File: config.mk
export PLATFORM = sky130hd
export DESIGN_NAME = ram_sym_unpack
export DESIGN_NICKNAME = d
export VERILOG_FILES = /design/src/rtl/ram_sym_unpack.sv
export SDC_FILE = /design/constraint.sdc
export NUM_CORES = 1
export LEC_CHECK = 0
export CAP_MARGIN = 30
export CORE_MARGIN = 2
export CORE_UTILIZATION = 33
export CTS_BUF_LIST = sky130_fd_sc_hd__clkbuf_16
export DETAILED_ROUTE_END_ITERATION = 6
export GPL_ROUTABILITY_DRIVEN = 0
export GPL_TIMING_DRIVEN = 0
export MAX_ROUTING_LAYER = met4
export SKIP_LAST_GASP = 1
export SLEW_MARGIN = 10
export SYNTH_ARGS = -nofsm -noshare
export SYNTH_HDL_FRONTEND = slang
export SYNTH_SLANG_ARGS = --single-unit
export TNS_END_PERCENT = 100
File: constraint.sdc
create_clock -name clk_15_o -period 5.1 [get_ports clk_15_o]
set_input_delay 1.02 -clock clk_15_o [delete_from_list [all_inputs] [get_ports clk_15_o]]
set_output_delay 1.02 -clock clk_15_o [all_outputs]
set_load 0.005 [all_outputs]
File: src/rtl/ram_sym_unpack.sv
// Reads a frame of RAM words and unpacks each into fixed-width symbols, LSB first,
// streamed on a valid/ready interface with first/last markers.
module ram_sym_unpack #(
    parameter int RAM_W   = 32,
    parameter int ADDR_W  = 10,
    parameter int SYM_W_A = 6,
    parameter int SPW_A   = 5,
    parameter int SYM_W_B = 4,
    parameter int SPW_B   = 8,
    localparam int SYM_W  = (SYM_W_A > SYM_W_B) ? SYM_W_A : SYM_W_B
) (
    input  logic              clk_15_o,
    input  logic              rst,
    input  logic              start,
    input  logic              mode,
    input  logic [ADDR_W-1:0] base_addr,
    input  logic [ADDR_W-1:0] word_cnt,
    input  logic              abort,
    output logic              ram_rd,
    output logic [ADDR_W-1:0] ram_addr,
    input  logic [RAM_W-1:0]  ram_dout,
    output logic [SYM_W-1:0]  sym,
    output logic              sym_valid,
    input  logic              sym_ready,
    output logic              sym_first,
    output logic              sym_last,
    output logic              busy,
    output logic              done
);

    localparam int SPW_MAX = (SPW_A > SPW_B) ? SPW_A : SPW_B;
    localparam int IDX_W   = (SPW_MAX > 1) ? $clog2(SPW_MAX) : 1;

    if (SPW_A * SYM_W_A > RAM_W || SPW_B * SYM_W_B > RAM_W) begin : g_pack_check
        $error("ram_sym_unpack: symbols per word exceed RAM_W");
    end

    typedef enum logic [1:0] {IDLE, FETCH, RUN, FLUSH} state_t;

    state_t             state, state_nxt;
    logic               mode_r;
    logic [ADDR_W-1:0]  cnt_r;
    logic [ADDR_W-1:0]  rd_addr;
    logic [ADDR_W-1:0]  rd_cnt;
    logic [ADDR_W-1:0]  wd_idx;
    logic [IDX_W-1:0]   sym_idx;
    logic [IDX_W-1:0]   last_idx;
    logic               vld_p1;
    logic               zdone;
    logic [RAM_W-1:0]   cur_word, pf_word;
    logic               cur_valid, pf_valid;
    logic               cur_valid_nxt, pf_valid_nxt;
    logic               cur_free, cur_load, pf_load;
    logic               accept, launch, kill, xfer, word_end, issue;
    logic [2:0]         slots;

    function automatic logic [SYM_W-1:0] extract(input logic [RAM_W-1:0] w,
                                                 input logic [IDX_W-1:0] idx,
                                                 input logic m);
        logic [RAM_W-1:0] sh;
        logic [SYM_W-1:0] mask;
        if (m) begin
            sh   = w >> (32'(idx) * SYM_W_B);
            mask = SYM_W'((1 << SYM_W_B) - 1);
        end else begin
            sh   = w >> (32'(idx) * SYM_W_A);
            mask = SYM_W'((1 << SYM_W_A) - 1);
        end
        return sh[SYM_W-1:0] & mask;
    endfunction

    assign busy      = (state != IDLE);
    assign accept    = start && !abort && (state == IDLE);
    assign launch    = accept && (word_cnt != '0);
    assign kill      = abort && busy;
    assign last_idx  = mode_r ? IDX_W'(SPW_B - 1) : IDX_W'(SPW_A - 1);
    assign sym_valid = (state == RUN) && cur_valid;
    assign xfer      = sym_valid && sym_ready;
    assign word_end  = (sym_idx == last_idx);
    assign sym_first = sym_valid && (sym_idx == '0) && (wd_idx == '0);
    assign sym_last  = sym_valid && word_end && (wd_idx == cnt_r - ADDR_W'(1));
    assign sym       = sym_valid ? extract(cur_word, sym_idx, mode_r) : '0;
    assign done      = (state == FLUSH) || zdone;

    // One read in flight at most per free slot: current word, prefetch word, or data returning.
    assign slots = 3'(cur_valid) + 3'(pf_valid) + 3'(vld_p1) + 3'(ram_rd);
    assign issue = ((state == FETCH) || (state == RUN)) && (rd_cnt != cnt_r) && (slots < 3'd2);

    always_comb begin
        cur_free      = !cur_valid || (xfer && word_end);
        cur_load      = cur_free && (pf_valid || vld_p1);
        pf_load       = vld_p1 && !(cur_free && !pf_valid);
        cur_valid_nxt = cur_free ? (pf_valid || vld_p1) : 1'b1;
        pf_valid_nxt  = pf_load ? 1'b1 : (cur_free ? 1'b0 : pf_valid);
    end

    always_comb begin
        state_nxt = state;
        unique case (state)
            IDLE:    if (launch) state_nxt = FETCH;
            FETCH:   if (vld_p1) state_nxt = RUN;
            RUN:     if (xfer && sym_last) state_nxt = FLUSH;
            FLUSH:   state_nxt = IDLE;
            default: state_nxt = IDLE;
        endcase
        if (kill) state_nxt = IDLE;
    end

    always_ff @(posedge clk_15_o) begin
        if (rst) begin
            state     <= IDLE;
            mode_r    <= 1'b0;
            cnt_r     <= '0;
            rd_addr   <= '0;
            rd_cnt    <= '0;
            wd_idx    <= '0;
            sym_idx   <= '0;
            ram_rd    <= 1'b0;
            ram_addr  <= '0;
            vld_p1    <= 1'b0;
            zdone     <= 1'b0;
            cur_valid <= 1'b0;
            pf_valid  <= 1'b0;
        end else begin
            state  <= state_nxt;
            zdone  <= accept && (word_cnt == '0);
            vld_p1 <= ram_rd && !kill;
            if (kill) begin
                ram_rd    <= 1'b0;
                ram_addr  <= '0;
                cur_valid <= 1'b0;
                pf_valid  <= 1'b0;
            end else if (launch) begin
                mode_r    <= mode;
                cnt_r     <= word_cnt;
                ram_rd    <= 1'b1;
                ram_addr  <= base_addr;
                rd_addr   <= base_addr + ADDR_W'(1);
                rd_cnt    <= ADDR_W'(1);
                wd_idx    <= '0;
                sym_idx   <= '0;
                cur_valid <= 1'b0;
                pf_valid  <= 1'b0;
            end else begin
                ram_rd    <= issue;
                cur_valid <= cur_valid_nxt;
                pf_valid  <= pf_valid_nxt;
                if (issue) begin
                    ram_addr <= rd_addr;
                    rd_addr  <= rd_addr + ADDR_W'(1);
                    rd_cnt   <= rd_cnt + ADDR_W'(1);
                end
                if (xfer) begin
                    if (word_end) begin
                        sym_idx <= '0;
                        wd_idx  <= wd_idx + ADDR_W'(1);
                    end else begin
                        sym_idx <= sym_idx + IDX_W'(1);
                    end
                end
            end
        end
    end

    // Word registers carry data only; their valid flags live in the control block above.
    always_ff @(posedge clk_15_o) begin
        if (cur_load) cur_word <= pf_valid ? pf_word : ram_dout;
        if (pf_load)  pf_word  <= ram_dout;
    end

endmodule

==> out/metrics.csv <==
stage;metric;value;unit
outcome;status;completed;
sta;Final Hold Fails;0;
clock_tree;clock buffer depth;2;
setup_path;Critical path buffers and inverters;3;
logic_synthesis;Post-synth EDFFs;64;
setup_path;number of cells on the critical path;6;
setup_path;CP Launch Type;flop;
sta;Tcrit/Tclk final;85.5;%
setup_path;worst setup path start;sym_idx[0]$_SDFFE_PP0P_;
die;# rows;51;
setup_path;crit path capture type;output port;
setup_path;Crit path max-delay family;buffers and inverters;
sta;Final min period;4.36;ns
grt;largest net degree at the start of global routing;25;
logic_synthesis;Yosys warnings;0;
power;LEAKAGE;2.81;nW
logic_synthesis;mux contribution to synthesized area;13.4;%
logic_synthesis;Post-Syn Instances;610;
die;Die Height;144;um
logic_synthesis;Post-Synth Adder-Cell Area;2.44;%
sta;clock skew;0.00824;ns
die;Die Span X;144;um
sta;RSZ-0062 raised after global routing;false;
logic_synthesis;Cell Area, Synth;0.00645;mm2
grt;GRT Total Usage;17.3;%
final_layout;Final Cell Area;0.00824;mm2
clock_tree;Num Clock Sinks;125;
final_layout;Synth-to-Final Area Change;27.7;%
detailed_routing;DRC Markers;0;
setup_path;Largest stage delay, worst path;0.59;ns
logic_synthesis;xor-xnor portion of the synthesized cell area;5.43;%
detailed_routing;DRT Pass-1 Iters;5;
final_layout;register area;0.00314;mm2
clock_tree;Post-CTS Hold Fix Bufs;0;
logic_synthesis;Syn Area/Cell;10.6;um2
clock_tree;clock-pin slew on the worst setup and hold paths;0.06;ns
logic_synthesis;asr flop ratio synth;0;%
logic_synthesis;Seq/Total Area, Yosys;48.7;%
setup_path;crit path max fanout;10;
final_layout;layout cell share with drive strength beyond 1;14.9;%
place;dpl cell area;0.00765;mm2
grt;initial antenna violation count;0;
sta;Slew @ Worst Pin;0.708;ns
job;Max-cap violations;0;
grt;first-pass GRT wire length;26.6;mm
die;starting density of the core;33.4;%
clock_tree;Post-CTS Resized;0;
final_layout;Inserted Diodes;0;
logic_synthesis;Yosys top cell by area;edfxtp_1;
logic_synthesis;dominant synthesized flop cell;edfxtp_1;
worst_hold_path;Hold Crit Class;flop to flop;
logic_synthesis;top cells by count, synth;65 x nor2_1, 64 x edfxtp_1, 61 x dfxtp_1, 57 x nand2_1, 35 x mux2_2;
detailed_routing;WL per Instance;16.7;um
detailed_routing;Vias/cell;5.11;
die;die area;0.0207;mm2
sta;Rel. slew slack;52.8;%
grt;grt ovf;0;
sta;final setup fails;0;
detailed_routing;Routed Antenna Nets;0;
setup_path;WP data required;4.08;ns
setup_path;crit path to;sym[2];
clock_tree;CTS HTree Levels;4;
logic_synthesis;largest family of logic cells by synthesized area;simple AND/OR/NAND/NOR gates;
clock_tree;CTS root buffer;clkbuf_16;
die;IO Pins;80;
logic_synthesis;most numerous cell in the Yosys netlist;nor2_1;
logic_synthesis;post-synth top area share;29.8;%
clock_tree;clk_lat worst skew;0.43;ns
logic_synthesis;total nets after synthesis;680;
setup_path;cell chain of the critical path;buf_1 > clkbuf_1 > mux4_2 > nand2_1 > a311oi_1 > clkdlybuf4s50_1;
power;PwrDens;389;mW/mm2
sta;setup_tns;0;ns
setup_path;R2R Path End;rd_addr[8]$_SDFFE_PP0P_;
sta;Fmax;0.229;GHz
detailed_routing;WL final;16.5;mm
setup_path;r2r setup slk;1.46;ns
detailed_routing;violation count after the first detailed-route iteration;437;
final_layout;Multi-input gate area;0.00308;mm2
logic_synthesis;Post-Synth Simple-Gate Area;15.0;%
sta;max-slew violation count;0;
die;CORE AREA;0.0193;mm2
final_layout;Filler Cell Count;1877;
logic_synthesis;Synth Area in Compound Gates;11.2;%
detailed_routing;Via Count;5051;
grt;vias in the first global route;4978;
setup_path;Worst path slowest cell;clkdlybuf4s50_1;
logic_synthesis;synth top area cells;edfxtp_1 30%, dfxtp_1 19%, mux2_2 6.1%, mux4_2 4.9%, nor2_1 3.8%;
clock_tree;cts bufs inserted;17;
setup_path;CP Data Arrival Time;3.34;ns
logic_synthesis;register bit total from synthesis;125;
clock_tree;post-CTS setup buffer count;0;
power;VDD IR max;0.271;mV
setup_path;reg2reg path depth;16;
clock_tree;CTS tree;done;
place;number of port buffers;79;
setup_path;Reg2Reg Launch Point;state[0]$_SDFFE_PP0P_;
logic_synthesis;post-synth cell types;64;
final_layout;Nets;780;
place;hpwl dp;11.9;mm
setup_path;Crit Path Category;flop to output port;
final cells by class:
class	count	area share [%]
sequential	125	38.2
multi-input combinational	426	37.4
timing repair buffer	81	10.3
clock buffer	17	5.16
tap	265	4.03
clock inverter	15	1.97
buffer	36	1.91
inverter	23	1.05
metrics by stage:
step           power [mW]  setup WS [ns]  util [%]  instances  hold WS [ns]
2_1_floorplan        1.72           1.13         -        610         0.448
5_1_grt              3.35          0.430      42.6        988         0.488
3_3_place_gp         1.99          0.368      39.2        954         0.453
6_report             3.20          0.740      42.6        988         0.460
3_5_place_dp         2.00          0.387      39.6        956         0.462
4_1_cts              3.22          0.696      42.6        988         0.471
report_power, final:
part	internal, mW	leakage, nW	switching (mW)	total (mW)
Clock	0.724	0.281	0.482	1.21
Sequential	1.15	1.07	0.0748	1.22
Combinational	0.340	1.45	0.432	0.772
Total	2.21	2.81	0.989	3.20
routing by layer:
metal,share of wire (%),track usage (%)
met1,46,22.6
met2,46,26.5
met3,5.9,3.70
met4,1.9,6.76
met5,0,-
state kept, by name, indices dropped and copies added, names as in the netlist:
| name | flops |
|---|---|
| sym_idx | 3 |
| zdone | 1 |
| cnt_r | 10 |
| cur_word | 32 |
| mode_r | 1 |
| pf_valid | 1 |
| cur_valid | 1 |
| ram_addr | 10 |
| vld_p1 | 1 |
| pf_word | 32 |
| rd_cnt | 10 |
| wd_idx | 10 |
| rd_addr | 10 |
| ram_rd | 1 |
| state | 2 |
cell usage in the layout (no fill, tap or decap), types with 3 or more instances in the layout:
cell              n
nand2b_1          5
a21oi_1          30
clkbuf_16        17
dfxtp_1          61
xor2_1           19
edfxtp_1         64
a22oi_1           3
a311oi_1          4
buf_1             4
and3_1            8
or3_1             3
nor2_1           64
and4_1            3
nor4_1            7
nand4_1           7
clkdlybuf4s50_1  79
nand3_1          19
ha_1             11
inv_1            23
nand2_1          57
a211oi_1         11
a221oi_1          4
clkinvlp_4        3
clkinv_4          4
clkbuf_1         21
a31oi_1           5
o21ai_0          22
inv_6             4
nor3_1           15
buf_2             9
mux2i_1          13
mux2_2           35
a41oi_1           3
mux4_2           14
xnor2_1          21
worst min path at each step:
stage	start	end	slack (ns)	depth (start not counted)
3_5_place_dp	ram_addr[1]$_SDFFE_PP0P_	ram_addr[1]$_SDFFE_PP0P_	0.46	2
4_1_cts	ram_addr[1]$_SDFFE_PP0P_	ram_addr[1]$_SDFFE_PP0P_	0.47	2
3_3_place_gp	ram_addr[1]$_SDFFE_PP0P_	ram_addr[1]$_SDFFE_PP0P_	0.45	2
5_1_grt	ram_addr[1]$_SDFFE_PP0P_	ram_addr[1]$_SDFFE_PP0P_	0.49	2
6_report	ram_addr[1]$_SDFFE_PP0P_	ram_addr[1]$_SDFFE_PP0P_	0.46	2
2_1_floorplan	ram_addr[0]$_SDFFE_PP0P_	ram_addr[0]$_SDFFE_PP0P_	0.45	2
logic make-up after synthesis:
logic type | Yosys count
fa+ha+maj | 12
simple gates | 205
compound gates | 106
flops | 125
xor+xnor | 40
buf+inv | 59
mux | 63
worst register-to-register path: cells and delay by family, from the launching register on:
family                   cells  cell delay, ns
AO/OA/AOI/OAI                4            0.67
adder cells (fa/ha/maj)      2            0.51
buffers and inverters        4            0.81
flip-flops                   1            0.34
multiplexers                 1            0.37
AND/OR/NAND/NOR              5            0.77
No activity file was read; power rests on OpenSTA's default activity.
